==> src/rtl/prbs_gen_multi.sv <==
// Parallel PRBS7/9/15/31 generator: DATA_W consecutive sequence bits per enabled clock,
// with run-time seed/mode load, single-bit error injection and a produced-word counter.
module prbs_gen_multi #(
  parameter int unsigned DATA_W   = 8,
  parameter logic [1:0]  MODE_DEF = 2'd0,
  parameter logic [30:0] SEED_DEF = 31'h7FFF_FFFF
) (
  input  logic              clk,
  input  logic              rst,
  input  logic              en,
  input  logic              load,
  input  logic [1:0]        mode,
  input  logic [30:0]       seed_in,
  input  logic              inj_err,
  output logic [DATA_W-1:0] out,
  output logic              out_valid,
  output logic [1:0]        mode_q,
  output logic [31:0]       word_cnt
);

  function automatic logic [30:0] poly_mask(input logic [1:0] m);
    case (m)
      2'd0:    poly_mask = 31'h0000_007F;
      2'd1:    poly_mask = 31'h0000_01FF;
      2'd2:    poly_mask = 31'h0000_7FFF;
      default: poly_mask = 31'h7FFF_FFFF;
    endcase
  endfunction

  function automatic logic poly_fb(input logic [30:0] s, input logic [1:0] m);
    case (m)
      2'd0:    poly_fb = s[6]  ^ s[5];
      2'd1:    poly_fb = s[8]  ^ s[4];
      2'd2:    poly_fb = s[14] ^ s[13];
      default: poly_fb = s[30] ^ s[27];
    endcase
  endfunction

  // An all-zero LFSR never leaves zero, so a zero seed is replaced by all ones.
  function automatic logic [30:0] guard_seed(input logic [30:0] seed, input logic [1:0] m);
    logic [30:0] masked;
    masked = seed & poly_mask(m);
    guard_seed = (masked == 31'd0) ? poly_mask(m) : masked;
  endfunction

  logic              rst_meta;
  logic              rst_sync;
  logic [30:0]       lfsr_q;
  logic              inj_pend;
  logic [30:0]       s_walk;
  logic [DATA_W-1:0] word;
  logic [DATA_W-1:0] word_x;

  always_ff @(posedge clk or posedge rst) begin
    if (rst) begin
      rst_meta <= 1'b1;
      rst_sync <= 1'b1;
    end else begin
      rst_meta <= 1'b0;
      rst_sync <= rst_meta;
    end
  end

  // Unrolled DATA_W steps; bit k of the word is the (k+1)-th bit in time.
  always_comb begin
    s_walk = lfsr_q;
    word   = '0;
    for (int k = 0; k < int'(DATA_W); k++) begin
      word[k] = poly_fb(s_walk, mode_q);
      s_walk  = ((s_walk << 1) | {30'd0, word[k]}) & poly_mask(mode_q);
    end
    word_x    = word;
    word_x[0] = word[0] ^ inj_pend;
  end

  // Producer contract: en=1 with load=0 yields one word that edge, flagged by out_valid.
  always_ff @(posedge clk or posedge rst) begin
    if (rst) begin
      out       <= '0;
      out_valid <= 1'b0;
      word_cnt  <= 32'd0;
      mode_q    <= MODE_DEF;
      lfsr_q    <= guard_seed(SEED_DEF, MODE_DEF);
      inj_pend  <= 1'b0;
    end else if (rst_sync) begin
      out       <= '0;
      out_valid <= 1'b0;
      word_cnt  <= 32'd0;
      mode_q    <= MODE_DEF;
      lfsr_q    <= guard_seed(SEED_DEF, MODE_DEF);
      inj_pend  <= 1'b0;
    end else if (load) begin
      mode_q    <= mode;
      lfsr_q    <= guard_seed(seed_in, mode);
      word_cnt  <= 32'd0;
      out_valid <= 1'b0;
      inj_pend  <= inj_pend | inj_err;
    end else if (en) begin
      out       <= word_x;
      out_valid <= 1'b1;
      word_cnt  <= word_cnt + 32'd1;
      lfsr_q    <= s_walk;
      // A pulse arriving while a pending error is consumed merges into that error.
      inj_pend  <= inj_pend ? 1'b0 : inj_err;
    end else begin
      out_valid <= 1'b0;
      inj_pend  <= inj_pend | inj_err;
    end
  end

endmodule

==> config.mk <==
export PLATFORM = sky130hd
export DESIGN_NAME = prbs_gen_multi
export DESIGN_NICKNAME = d
export VERILOG_FILES = /design/src/rtl/prbs_gen_multi.sv
export SDC_FILE = /design/constraint.sdc
export NUM_CORES = 1
export LEC_CHECK = 0
export CAP_MARGIN = 10
export CELL_PAD_IN_SITES_DETAIL_PLACEMENT = 1
export CELL_PAD_IN_SITES_GLOBAL_PLACEMENT = 1
export CORE_UTILIZATION = 43
export DETAILED_ROUTE_END_ITERATION = 8
export PLACE_DENSITY = 0.94
export SLEW_MARGIN = 20
export SYNTH_ARGS = -nofsm -noshare
export SYNTH_HDL_FRONTEND = slang
export SYNTH_SLANG_ARGS = --single-unit
==> constraint.sdc <==
create_clock -name clk -period 3.7 [get_ports clk]
set_input_delay 0.74 -clock clk [delete_from_list [all_inputs] [get_ports clk]]
set_output_delay 0.74 -clock clk [all_outputs]
set_load 0.01 [all_outputs]
* Word-level counts from Yosys, hierarchy flattened *
Cells that the tools add are included.
Widths: inputs -> output; s select.

word-level totals
  register bits = 77
  bits of input ports = 38
  output and inout bits = 43

cells by class
  $add $sub $neg = 1
  equality and inequality tests = 5
  muxes and demuxes = 31
  bitwise gates (word level) = 51
  reduce and logical (&&, ||, !) cells = 7

operators by type and width
  cell                   number
  $and 31x31->31         9
  $or 31x1->31           8
  $mux 31                6
  $pmux 31 s3            2
  $mux 32                3
  $xor 1x1->1            33
  $add 32x1->32 const B  1
  $logic_not 31->1       1
  $mux 8                 3
  $pmux 1 s3             8
  $mux 1                 7
  $eq 2x1->1 const B     2
  $eq 2x2->1 const B     2
  $logic_not 2->1        2
  $mux 2                 2
  $reduce_bool 2->1      2
  $reduce_bool 3->1      1
  $ne 2x1->1 const B     1
  $reduce_and 2->1       1
  $or 1x1->1             1

* Logic depth before layout (Yosys ltp) *
Gate-level depths: netlist of the first run.

  depth in word-level cells = 35
  depth in mapped cells = 7
  mapped depth without buffers = 6

* Worst setup path after synthesis of the first run *
OpenSTA, ideal clock, no wires.

  path type = input port to flip-flop
  start = input seed_in[6]
  end = register lfsr_q[15]
  setup time = 66 ps
  arrival = 2057 ps
  data required time = 3634 ps
  path slack = 1578 ps
  stages = 7
  path buffers = 2
  cell sequence = nor4_1 > nand4_1 > nor4_2 > buf_2 > buf_2 > o21ai_0 > nand2_1

between the ends
  word-level cells in the longest chain between the ends = 5

ends and longest elaborated chain
  element                 line  RTL
  start: declaration      13    input logic [30:0] seed_in,
  $and 31x31->31          42    masked = seed & poly_mask(m);
  $logic_not 31->1        43    guard_seed = (masked == 31'd0) ? poly_mask(m) : masked;
  $mux 31                 43
  $mux 31                 92    end else if (load) begin
  $mux 31                 85    end else if (rst_sync) begin
  end signal: assignment  83    lfsr_q <= guard_seed(SEED_DEF, MODE_DEF);
  end signal: assignment  90    lfsr_q <= guard_seed(SEED_DEF, MODE_DEF);
  end signal: assignment  94    lfsr_q <= guard_seed(seed_in, mode);
  end: declaration        48    logic [30:0] lfsr_q;

Every way passes these cells.
A chain may end at the register's enable or synchronous reset.

* Final worst setup path of the first run *
  start = input seed_in[6]
  end = register lfsr_q[22]

The elaborated chain is that of the path after synthesis.

==> metrics.txt, run 1 <==
status finished clean; core area 0.009729 mm^2; Worst Clk Skew 0.01264 ns; setup ws final 0.8906 ns; placed instance count 644; min-delay worst type flop to flop; CP max FO 16; GR peak layer met2; Critical Path RT 3.98 ns; leak pwr 2.213 nW; met3 GRT Util 4.788%; setup tns final 0 ns; Syn Inst Count 452; async set-or-reset flop fraction in the synthesized netlist 100.0%; critical path arrival 3.09 ns; RSZ-0062 raised after global routing false; I/O Pins 81; die area 0.01037 mm^2; Clock Sinks 77; Starting Density 44.05%; vias in the first global route 4011; number of synthesized flops with an enable pin 0; Clock Latency Late Sink 0.35 ns; DR DRC count 0; final clock period utilization by the worst path 75.93%; footprint of the multi-input gates 0.002167 mm^2; post-CTS setup buffer count 0; total inserted antenna cells 0; Final Max Slew Viols 0; # nets final 561; WL final 12920 um; DRT iter0 DRCs 137; Final setup violation count 0; CTS tree yes; synthesized flop and latch total 77; final critical-path required period 2.809 ns; number of max-cap violations 0; Post-synth top flop dfrtp_1; layout cells sized above 1 10.63%; slew of the pin with the lowest slew margin 1.107 ns; initial antenna violation count 0; maximum vdd drop 0.0001507 V; Vias 3782; final RePlAce weighted congestion 0.8896; first-pass GRT wire length 20870 um; Post-Syn Nets 491; pin count of the biggest net entering global routing 38; CTS Buf Count 9; CTS root buffer clkbuf_8; WHS 0.3620 ns; Longest Clk Path Bufs 2; Die Height 101.8 um; 1st-pass router iterations 4; layout overhead on the synthesized area 26.74%; die width 101.8 um; Layout fillers 1123; Setup CP Type input port to flop; share of the yosys chip area belonging to registers 45.23%; Mean Syn Cell Area 9.481 um^2; f_max 0.3559 GHz; largest area contributor in the netlist dfrtp_1; ANT nets after route 0; H-tree depth 3; pre-CTS WS 0.5883 ns; cell row count 36; Remaining Overflow, GRT 0; synth warn 0; top-area cell type share of the netlist area 39.71%; Fin. Hold Viols 0; I/O Buffers 80; Clock transition at path regs 0.08 ns; gr usage total 26.56%; Gates resized, CTS repair 0; vias per cell 5.730; startpoint types input port; Pwr Density 351.2 mW/mm^2; global routing usage on met2 47.09%; ranking of synthesized cells by area dfrtp_1 40%, xnor2_1 8.4%, dfstp_2 5.5%; post-route insts no fill 660; register area 0.001938 mm^2; routed length per placed instance 19.57 um; Cell Area, Synth 0.004285 mm^2; CP Capture Type flop; hpwl dp 9410 um; library cells used by synthesis 50; met1 Track Usage GR 31.89%; post-layout util 55.83%; hold_buf cts 0; Rel. slew slack 26.02%
[layer usage]
layer	wire length, um	share of wire, %
met4	331	2.6
met1	5310	41
met5	0	0
met3	569	4.4
met2	6707	52
[cells by family after synthesis]
kind of cell               Yosys count  share of synthesized area (%)
buffers and inverters               45                          4.204
adders and majority gates            1                         0.2919
xor gates and xnor gates            56                          11.77
muxes                               11                          3.767
and+or+nand+nor                    162                          19.12
other                                1                        0.08751
DFF                                 77                          45.23
AOI/OAI and AO/OA                   99                          15.53
[state kept, by name (all words and copies together) (netlist names)]
register and cells:
inj_pend 1, lfsr_q 31, mode_q 2, out 8, out_valid 1, rst_meta 1
rst_sync 1, word_cnt 32
[per-stage QoR]
step                power, mW  area [um^2]
floorplan               1.104         4285
global placement        1.218         5220
detailed placement      1.235         5220
CTS                     1.911         5431
global route            1.975         5431
finish                  1.907         5431
[power breakdown]
part / internal [mW] / switching [mW]
Sequential: 0.875 / 0.0512
Clock: 0.367 / 0.315
Combinational: 0.153 / 0.146
[cell usage in the layout (no fill, tap or decap), types with 6 or more instances in the layout]
| cell | synthesis | routed |
|---|---|---|
| o21ai_0 | 29 | 29 |
| buf_4 | 0 | 11 |
| a2bb2oi_1 | 7 | 7 |
| xor2_1 | 14 | 14 |
| mux2i_1 | 6 | 6 |
| a22oi_1 | 17 | 17 |
| dfrtp_1 | 68 | 68 |
| nand3_1 | 8 | 8 |
| nand2_1 | 38 | 38 |
| a21oi_1 | 14 | 14 |
| inv_1 | 12 | 11 |
| dfstp_2 | 9 | 9 |
| or3b_2 | 6 | 6 |
| xnor2_1 | 41 | 41 |
| nor3_1 | 15 | 15 |
| clkbuf_8 | 0 | 12 |
| a32o_1 | 6 | 6 |
| clkdlybuf4s50_1 | 0 | 80 |
| nor2_1 | 49 | 49 |
| nand4_1 | 7 | 7 |
| nor4_1 | 6 | 6 |
| a211oi_1 | 6 | 6 |
| a21o_1 | 6 | 6 |
[worst max-delay path, stage by stage]
cell,delay [ns]
clkdlybuf4s50_1,0.44
nor4_1,0.43
nand4_1,0.24
nor4_2,0.68
buf_4,0.30
o21ai_0,0.14
nand2_1,0.12
[synthesized netlist by cell type (all sizes together) (8+ instances only)]
cell type,n
nand2,38
o21ai,29
dfrtp,68
a22oi,17
nand4,8
nor3,15
xnor2,41
a21oi,14
xor2,14
inv,12
dfstp,9
nand3,8
nor2,49
clkbuf,27
[final timing paths]
path                             from         end  slack [ns]  depth (start not counted)
max reg2reg                 mode_q[1]  lfsr_q[16]        1.37                          4
min in group asynchronous         rst      out[3]        0.84                          2
max in group asynchronous         rst   lfsr_q[4]        2.10                          3
min                          rst_meta    rst_sync        0.36                          0
max                        seed_in[6]  lfsr_q[22]        0.89                          7
min reg2reg                  rst_meta    rst_sync        0.36                          0
[area by class of cell]
class | instances | area share, %
tap | 133 | 3.064
sequential | 77 | 35.68
inverter | 12 | 0.8293
timing repair buffer | 92 | 16.63
multi-input combinational | 330 | 39.90
clock buffer | 13 | 3.110
clock inverter | 3 | 0.7832
Power figures use the tool's default switching activity.
==> run 2, diff against run 1 <==
--- a/config.mk
+++ b/config.mk
@@ -8,9 +8,9 @@
 export CAP_MARGIN = 10
 export CELL_PAD_IN_SITES_DETAIL_PLACEMENT = 1
 export CELL_PAD_IN_SITES_GLOBAL_PLACEMENT = 1
-export CORE_UTILIZATION = 43
+export CORE_UTILIZATION = 40
 export DETAILED_ROUTE_END_ITERATION = 8
-export PLACE_DENSITY = 0.94
+export PLACE_DENSITY = 0.89
 export SLEW_MARGIN = 20
 export SYNTH_ARGS = -nofsm -noshare
 export SYNTH_HDL_FRONTEND = slang
==> constraint.sdc (replaced) <==
create_clock -name clk -period 2.8 [get_ports clk]
set_input_delay 0.56 -clock clk [delete_from_list [all_inputs] [get_ports clk]]
set_output_delay 0.56 -clock clk [all_outputs]
set_load 0.01 [all_outputs]
==> run 2 against run 1 <==
Highest routed layer unchanged. Sequential cell count stayed put. Critical path depth is 6 lower. Critical endpoint is now mode_q[1]. Sequential power is 32% higher. Largest power group unchanged. Utilization is 2.4 points lower.
==> metrics.txt, run 2 (same netlist as run 1, synthesis figures left out) <==
# nets final 566; Worst Clk Skew 0.01489 ns; Remaining Overflow, GRT 0; Worst path top cell family by delay flip-flops; gr usage total 24.13%; ANT nets after route 0; Starting Density 41.32%; critical path arrival 1.85 ns; slew of the pin with the lowest slew margin 0.7400 ns; most flop-heavy register word_cnt; CTS Buf Count 9; Pwr Density 494.5 mW/mm^2; pre-CTS WS 0.1082 ns; Clock Sinks 77; cell row count 37; CP Cell Sequence clkdlybuf4s50_1; DRT iter0 DRCs 227; vias per cell 5.648; I/O Pins 81; CTS root buffer clkbuf_8; setup ws final 0.3904 ns; Top Registers word_cnt (32), lfsr_q (31), out (8); Fin. Hold Viols 0; core area 0.01037 mm^2; vias in the first global route 4034; I/O Buffers 80; hpwl dp 9224 um; status finished clean; final RePlAce weighted congestion 0.8430; WL final 12660 um; Final Max Slew Viols 0; number of max-cap violations 0; final critical-path required period 2.410 ns; RSZ-0062 raised after global routing false; max reg flops 32; Longest Clk Path Bufs 2; routed length per placed instance 18.98 um; slowest cell delay on critical path 0.82 ns; die area 0.01113 mm^2; pin count of the biggest net entering global routing 46; H-tree depth 3; layout overhead on the synthesized area 29.17%; Final setup violation count 0; CP Capture Type output pin; slowest CP cell dfrtp_1; commonest non-fill, non-tap cells in the layout 80 x clkdlybuf4s50_1, 68 x dfrtp_1, 49 x nor2_1; post-CTS setup buffer count 0; Die Height 105.5 um; startpoint types flop; Setup CP Type flop to output pin; total inserted antenna cells 0; Vias 3767; min-delay worst type flop to flop; Gates resized, CTS repair 0; initial antenna violation count 0; final clock period utilization by the worst path 86.06%; hold_buf cts 0; Critical Path RT 2.24 ns; f_max 0.4150 GHz; die width 105.5 um; CP max FO 19; DR DRC count 0; maximum vdd drop 0.0002653 V; first-pass GRT wire length 20730 um; setup tns final 0 ns; most common cell after layout, fill and taps aside clkdlybuf4s50_1; Clock transition at path regs 0.08 ns; Rel. slew slack 50.67%; leak pwr 2.264 nW; CTS tree yes; 1st-pass router iterations 4; CP Buf/Inv Count 1; Clock Latency Late Sink 0.36 ns; layout cells sized above 1 11.30%
-- run 2: metal layers --
metal | wire length, um | track usage (%)
met1 | 5310 | 29.65
met2 | 6584 | 42.76
met3 | 490 | 3.896
met4 | 274 | 8.532
met5 | 0 | 0
-- run 2: per-stage QoR --
step	instance area, um^2	util, %	cells	hold slack [ns]	power, mW
finish	5535	53.38	667	0.3580	2.737
global route	5535	53.38	667	0.3610	2.829
CTS	5535	53.38	667	0.3587	2.753
detailed placement	5274	50.86	652	0.3470	1.635
global placement	5274	50.86	652	0.3460	1.615
floorplan	4285	-	452	0.3452	1.459
-- run 2: path summary, 6_finish.rpt --
| path | from | end | slack [ns] | depth (start not counted) |
|---|---|---|---|---|
| max | mode_q[1] | mode_q[1] | 0.39 | 1 |
| min | rst_meta | rst_sync | 0.36 | 0 |
| max reg2reg | mode_q[1] | lfsr_q[2] | 0.71 | 4 |
| min reg2reg | rst_meta | rst_sync | 0.36 | 0 |
| max in group asynchronous | rst | lfsr_q[5] | 1.72 | 3 |
| min in group asynchronous | rst | word_cnt[22] | 0.47 | 2 |
-- run 2: final cells by class --
type                    instances  area (um^2)
fillers                      1180         4835
clock inverters                 4        120.1
flip-flops and latches         77         1938
multi-input cells             330         2167
inverters                      12        45.04
repair buffers                 97        953.4
clock buffers                  11        141.4
well taps                     136        170.2
-- run 2: report_power, final --
group	switching (mW)	internal (mW)	leakage [nW]
Combinational	0.195	0.205	1.10
Clock	0.410	0.703	0.130
Sequential	0.0670	1.16	1.03
Total	0.672	2.06	2.26
==> run 3, diff against run 2 <==
--- a/config.mk
+++ b/config.mk
@@ -10,7 +10,8 @@
 export CELL_PAD_IN_SITES_GLOBAL_PLACEMENT = 1
 export CORE_UTILIZATION = 40
 export DETAILED_ROUTE_END_ITERATION = 8
-export PLACE_DENSITY = 0.89
+export PLACE_DENSITY = 0.8
+export RECOVER_POWER = 100
 export SLEW_MARGIN = 20
 export SYNTH_ARGS = -nofsm -noshare
 export SYNTH_HDL_FRONTEND = slang
==> run 3 against run 2 <==
Clock power is essentially flat. Sequential power is essentially flat. Combinational power shrank 5%. Via count shrank 1.4%. Setup slack lost 0.014 ns. Highest routed layer unchanged. Critical path depth is the same. Non-clock buffer count is the same. Sequential cell count is the same. Wire length shrank 3.6%. Hold slack gained 0.0063 ns. Count of clock-buffer cells in the layout grew 1. Total power shrank 1.1%.
==> metrics.txt, run 3 (same netlist as run 1, synthesis figures left out) <==
total inserted antenna cells 0; final RePlAce weighted congestion 0.8435; Overall Power 2.708 mW; Fin. Hold Viols 0; Worst Clk Skew 0.01167 ns; DRT iter0 DRCs 130; setup tns final 0 ns; slew of the pin with the lowest slew margin 1.317 ns; CP Cell Sequence dlygate4sd3_1; Vias 3714; Clock Latency Late Sink 0.35 ns; f_max 0.4126 GHz; final critical-path required period 2.423 ns; pin count of the biggest net entering global routing 38; crit path from mode_q[1]; initial antenna violation count 0; leak pwr 2.376 nW; die width 105.5 um; worst setup path endpoint mode_q[1]; layout cells sized above 1 9.586%; Gates resized, CTS repair 0; post-CTS setup buffer count 0; DR DRC count 0; Top Registers word_cnt (32), lfsr_q (31), out (8); I/O Buffers 80; Layout fillers 1197; RSZ-0062 raised after global routing false; die area 0.01113 mm^2; Longest Clk Path Bufs 2; Worst path top cell family by delay flip-flops; post-route insts no fill 668; slowest cell delay on critical path 0.81 ns; cell row count 37; hpwl dp 8978 um; CTS root buffer clkbuf_8; hold_buf cts 0; first-pass GRT wire length 20610 um; ANT nets after route 0; Setup CP Type flop to output pin; 1st-pass router iterations 4; Final Max Slew Viols 0; layout overhead on the synthesized area 28.06%; H-tree depth 3; CP max FO 19; most flop-heavy register word_cnt; Critical Path RT 2.24 ns; routed length per placed instance 18.28 um; vias per cell 5.560; gr usage total 23.62%; R2R cell count 5; CP Buf/Inv Count 1; placed instance count 652; Starting Density 41.32%; Die Height 105.5 um; Remaining Overflow, GRT 0; CTS tree yes; status finished clean; Clock transition at path regs 0.08 ns; commonest non-fill, non-tap cells in the layout 68 x dfrtp_1, 49 x nor2_1, 46 x dlygate4sd3_1; reg2reg end word_cnt[31]; core area 0.01037 mm^2; Final setup violation count 0; min-delay worst type flop to flop; Pwr Density 493.4 mW/mm^2; Worst path depth 1; CTS Buf Count 9; R2R Setup Slk 0.73 ns; post-layout util 52.92%; max reg flops 32; maximum vdd drop 0.0002599 V; most common cell after layout, fill and taps aside dfrtp_1; Clock Sinks 77; final clock period utilization by the worst path 86.55%; # nets final 566; critical path arrival 1.86 ns; WL final 12210 um; reg2reg start word_cnt[18]; vias in the first global route 3985; CP Capture Type output pin; slowest CP cell dfrtp_1; Rel. slew slack 12.07%; I/O Pins 81; number of max-cap violations 0; startpoint types flop
run 3: worst min path at each step:
stage | cells after the start | from | to
global route | 0 | rst_meta | rst_sync
CTS | 0 | rst_meta | rst_sync
floorplan | 0 | rst_meta | rst_sync
detailed placement | 0 | rst_meta | rst_sync
global placement | 0 | rst_meta | rst_sync
finish | 0 | rst_meta | rst_sync
run 3: cell type report:
class	instances	area, um^2	share of cell area (%)
inverter	12	45.04	0.8208
timing repair buffer	97	912.1	16.62
clock buffer	12	135.1	2.462
tap	136	170.2	3.101
clock inverter	4	120.1	2.189
sequential	77	1938	35.32
multi-input combinational	330	2167	39.49
run 3: through the flow:
stage | hold slack (ns) | cell area, um^2 | worst slack (ns)
detailed placement | 0.3473 | 5261 | 0.1498
finish | 0.3643 | 5488 | 0.3766
floorplan | 0.3452 | 4285 | 0.2882
CTS | 0.3710 | 5517 | 0.4029
global placement | 0.3460 | 5261 | 0.1505
global route | 0.3714 | 5488 | 0.2542
run 3: routing by layer:
layer | track usage (%) | share of wire [%] | up-vias | routed length [um]
met5 | 0 | 0 | - | 0
li1 | - | - | 1732 | -
met4 | 7.143 | 2.2 | 0 | 269
met2 | 39.99 | 50 | 102 | 6116
met1 | 30.70 | 44 | 1863 | 5352
met3 | 4.453 | 3.9 | 17 | 471
run 3: power breakdown:
part / switching [mW] / internal (mW) / total (mW)
combinational: 0.186 / 0.196 / 0.382
sequential: 0.0664 / 1.16 / 1.22
clock: 0.418 / 0.685 / 1.10
total: 0.671 / 2.04 / 2.71
